==> src/rtl/instr_fetch.sv <==
// Instruction fetch stage: PC sequencing, single-entry output slot with stall
// backpressure, branch redirect, halt and a sticky misaligned-redirect error.
module instr_fetch #(
    parameter logic [31:0] RESET_PC = 32'h0000_0000
) (
    input  logic        clk,
    input  logic        clr,
    output logic        imem_req,
    output logic [31:0] imem_addr,
    input  logic        imem_ack,
    input  logic [31:0] imem_rdata,
    input  logic        br_valid,
    input  logic [31:0] br_target,
    input  logic        halt,
    input  logic        stall,
    output logic        if_valid,
    output logic [31:0] if_instr,
    output logic [31:0] if_pc,
    output logic [31:0] if_pc4,
    output logic        fetch_err,
    output logic [31:0] fetch_cnt
);

    typedef enum logic [1:0] {FETCH, HALTED, ERROR} state_t;

    state_t      state, state_nx;
    logic [31:0] pc, pc_nx;
    logic        valid_nx, err_nx;
    logic [31:0] instr_nx, ipc_nx, ipc4_nx, cnt_nx;
    logic        slot_free, consumed, fire;

    assign imem_addr = pc;

    always_comb begin
        slot_free = !if_valid || !stall;
        consumed  = if_valid && !stall;
        // Gated by clr so no request is presented during a reset cycle.
        imem_req  = clr && (state == FETCH) && slot_free;
        fire      = imem_req && imem_ack;

        state_nx = state;
        pc_nx    = pc;
        valid_nx = if_valid;
        instr_nx = if_instr;
        ipc_nx   = if_pc;
        ipc4_nx  = if_pc4;
        err_nx   = fetch_err;
        cnt_nx   = fetch_cnt;

        if (consumed && fetch_cnt != 32'hFFFF_FFFF)
            cnt_nx = fetch_cnt + 32'd1;

        // ERROR is terminal until reset, so redirects are ignored there.
        if (br_valid && state != ERROR) begin
            valid_nx = 1'b0;
            if (br_target[1:0] == 2'b00) begin
                pc_nx    = br_target;
                state_nx = FETCH;
            end else begin
                state_nx = ERROR;
                err_nx   = 1'b1;
            end
        end else begin
            if (fire) begin
                valid_nx = 1'b1;
                instr_nx = imem_rdata;
                ipc_nx   = pc;
                ipc4_nx  = pc + 32'd4;
                pc_nx    = pc + 32'd4;
            end else if (consumed) begin
                valid_nx = 1'b0;
            end
            if (halt && state == FETCH)
                state_nx = HALTED;
        end
    end

    always_ff @(posedge clk) begin
        if (!clr) begin
            state     <= FETCH;
            pc        <= RESET_PC;
            if_valid  <= 1'b0;
            if_instr  <= 32'h0;
            if_pc     <= 32'h0;
            if_pc4    <= 32'h0;
            fetch_err <= 1'b0;
            fetch_cnt <= 32'h0;
        end else begin
            state     <= state_nx;
            pc        <= pc_nx;
            if_valid  <= valid_nx;
            if_instr  <= instr_nx;
            if_pc     <= ipc_nx;
            if_pc4    <= ipc4_nx;
            fetch_err <= err_nx;
            fetch_cnt <= cnt_nx;
        end
    end

endmodule
==> config.mk <==
export PLATFORM = sky130hd
export DESIGN_NAME = instr_fetch
export DESIGN_NICKNAME = d
export VERILOG_FILES = /design/src/rtl/instr_fetch.sv
export SDC_FILE = /design/constraint.sdc
export NUM_CORES = 1
export LEC_CHECK = 0
export CORE_ASPECT_RATIO = 1.1
export CORE_MARGIN = 10
export CORE_UTILIZATION = 48
export CTS_BUF_LIST = sky130_fd_sc_hd__clkbuf_2
export CTS_CLUSTER_SIZE = 14
export DETAILED_ROUTE_END_ITERATION = 16
export GPL_TIMING_DRIVEN = 1
export PLACE_DENSITY = 0.83
export SETUP_SLACK_MARGIN = 0.05
export SYNTH_ARGS = -nofsm -noshare
export SYNTH_HDL_FRONTEND = slang
export SYNTH_SLANG_ARGS = --single-unit
==> constraint.sdc <==
create_clock -name clk -period 2.91 [get_ports clk]
set_input_delay 0.873 -clock clk [delete_from_list [all_inputs] [get_ports clk]]
set_output_delay 0.873 -clock clk [all_outputs]
set_load 0.02 [all_outputs]
==> results.sh <==
export IMPL_cts_sinks=162
export IMPL_r2r_cells=7
export IMPL_required_ns=2.04
export IMPL_worst_path_max_delay_cell="clkdlybuf4s50_1"
export IMPL_holdCritStartpoint="if_pc4[3]$_SDFFE_PN0P_"
export IMPL_fmax_mhz=364
export IMPL_setup_viol=0
export IMPL_min_path_cells=2
export IMPL_io_pins=233
export IMPL_ys_warn_count=0
export IMPL_path_clk_slew_ns=0.21
export IMPL_post_drt_wl_per_cell_um=17.8
export IMPL_grt_pass1_vias=6802
export IMPL_synth_ff_type="dfxtp_1"
export IMPL_clock_latency_ns=0.74
export IMPL_post_cts_buffers=0
export IMPL_syn_avg_cell_area_um2=8.14
export IMPL_cp_slowest_stage_delay_ns=0.67
export IMPL_rows=47
export IMPL_met1_usage_pct=25.2
export IMPL_outcome="complete, no violations"
export IMPL_timing_rr_start="fetch_cnt[1]$_SDFFE_PN0P_"
export IMPL_synth_cell_types=70
export IMPL_multi_input_area_um2=3780
export IMPL_drt_pass1_iter_count=5
export IMPL_via_per_inst=5.56
export IMPL_die_area_um2=20700
export IMPL_wirelength_um=23700
export IMPL_critPathKind="reg -> out"
export IMPL_postSynthRegisterBits=162
export IMPL_worst_hold_path_endpoint="if_pc4[3]$_SDFFE_PN0P_"
export IMPL_synth_most_common_cell="nand2_1"
export IMPL_skew_ns=0.0357
export IMPL_die_x_um=138
export IMPL_critPathBufInv=1
export IMPL_crit_start="imem_addr[3]$_SDFFE_PN0P_"
export IMPL_hold_buffers=0
export IMPL_place_area_um2=9920
export IMPL_hp_class="reg -> reg"
export IMPL_synthCells=903
export IMPL_vdd_drop_max_v=0.000260
export IMPL_antenna_found_initial=3
export IMPL_synthArstFlopShare_pct=0
export IMPL_place_inst=1296
export IMPL_ff_latch_area_um2=3270
export IMPL_clockBufferDepth=2
export IMPL_leakage_uw=0.00356
export IMPL_synth_common_cells="nand2_1 (196), dfxtp_1 (162), a21oi_1 (114), nor2_1 (47), o21ai_0 (41)"
export IMPL_crit_path_start_kind="flop"
export IMPL_maxSlewViolCount=0
export IMPL_post_route_period_util_pct=94.5
export IMPL_grt_pass1_wl_um=36100
export IMPL_grt_busiest_layer="met2"
export IMPL_critPathTopFamily="buffers and inverters"
export IMPL_use_met2_pct=36.5
export IMPL_endpoint_kind="output pin"
export IMPL_syn_area_um2=7350
export IMPL_drtIter0Drc=579
export IMPL_synth_edf_count=0
export IMPL_fp_dieH_um=150
export IMPL_drc_errors=0
export IMPL_core_um2=15100
export IMPL_worstPathMaxFanout=6
export IMPL_ff2ff_setup_slack_ns=0.25
export IMPL_rsz0062_at_grt="no"
export IMPL_cts_root_buffer="clkbuf_2"
export IMPL_power_total_uw=3990
export IMPL_netlist_top_cells_area="dfxtp_1 (44%), nand2_1 (10%), a21oi_1 (7.8%)"
export IMPL_whs_ns=0.467
export IMPL_grt_ovfl_total=0
export IMPL_nets=1191
export IMPL_yosys_area_top_type_share_pct=44.1
export IMPL_cp_cell_sequence="clkdlybuf4s50_1"
export IMPL_grt_total_usage_pct=22.0
export IMPL_syn_to_final_growth_pct=38.0
export IMPL_port_buffer_count=232
export IMPL_final_cells=1329
export IMPL_r2r_end="fetch_cnt[3]$_SDFFE_PN0P_"
export IMPL_arrival_ns=1.88
export IMPL_ant_nets=0
export IMPL_htreeDepth=4
export IMPL_via_count=7383
export IMPL_design_area_um2=10100
export IMPL_tightest_slew_ns=0.887
export IMPL_grt_max_degree=125
export IMPL_gp_congestion=0.873
export IMPL_power_per_cell_area_nw_per_um2=394
export IMPL_fin_crit_ns=2.75
export IMPL_drive_gt1_share_pct=9.73
export IMPL_hold_viol=0
export IMPL_ctsResizeCount=20
export IMPL_start_util_pct=48.8
export IMPL_fill_cells=1291
export IMPL_cap_violations=0
export IMPL_cts_buffers=17
export IMPL_hpwl_um=17300
export IMPL_synth_seq_area_share_pct=44.1
export IMPL_slew_headroom_pct=40.8
export IMPL_cts_tree="done"
export IMPL_yosysTopAreaCell="dfxtp_1"
export IMPL_synth_nets=975
export IMPL_met3_usage_pct=8.92
[area by class of cell]
class | count | share of cell area, %
Tap cell | 196 | 2.42
Clock inverter | 13 | 0.950
Clock buffer | 18 | 0.888
Multi-Input combinational cell | 665 | 37.2
Inverter | 7 | 0.284
Sequential cell | 162 | 32.2
Antenna cell | 2 | 0.0493
Timing Repair Buffer | 266 | 25.9
[sequential cells by signal, summed over array words and instances (netlist names)]
name and flops:
state 2, if_instr 32, if_pc 32, imem_addr 32, fetch_cnt 32, fetch_err 1
if_valid 1, if_pc4 30
[metrics by stage]
stage	setup WS [ns]	TNS (ns)	utilization, %
2_1_floorplan	0.328	0	-
3_3_place_gp	-0.222	-0.222	65.9
3_5_place_dp	-0.293	-0.293	65.9
4_1_cts	0.0514	0	67.2
5_1_grt	0.0502	0	67.4
6_report	0.159	0	67.4
[power by group]
part	switching [µW]	total, µW	internal (µW)	leakage [µW]
Sequential	62.9	2350	2280	0.00132
Combinational	307	583	275	0.00212
Clock	777	1070	288	0.000115
[how the worst max path moves through the flow]
stage               endpoint  slack, ns  cells after the start
4_1_cts        imem_addr[16]       0.05                      2
6_report        imem_addr[3]       0.16                      1
3_5_place_dp        imem_req      -0.29                      4
3_3_place_gp        imem_req      -0.22                      4
5_1_grt        fetch_cnt[20]       0.05                      1
2_1_floorplan       imem_req       0.33                      3
[per-layer routing]
metal	part of all wire [%]	vias up
met3	9.8	39
met1	38	3431
li1	-	3627
met4	2.1	2
met5	0.055	-
met2	50	284
[cell families (layout without fill, tap and decap cells)]
| group | after synthesis | count (layout) | share of synthesized area [%] |
|---|---|---|---|
| buffers and inverters | 76 | 304 | 4.80 |
| XOR/XNOR | 29 | 29 | 3.46 |
| adder cells (fa/ha/maj) | 2 | 2 | 0.340 |
| AND/OR/NAND/NOR | 388 | 388 | 26.4 |
| multiplexers | 9 | 9 | 1.29 |
| other | 0 | 2 | 0 |
| AO/OA/AOI/OAI | 237 | 237 | 19.6 |
| flip-flops | 162 | 162 | 44.1 |
[layout by cell type (no fill, tap or decap), drive strengths merged, types with 15 or more instances in the layout]
cell type and n:
buf 36, nand4 20, dfxtp 162, o21ai 42
or3 23, nand3 29, nand2 196, a21oi 115
xnor2 17, clkdlybuf4s50 221, nor2 47, a211oi 15
clkbuf 18
No activity file was read; power rests on OpenSTA's default activity.
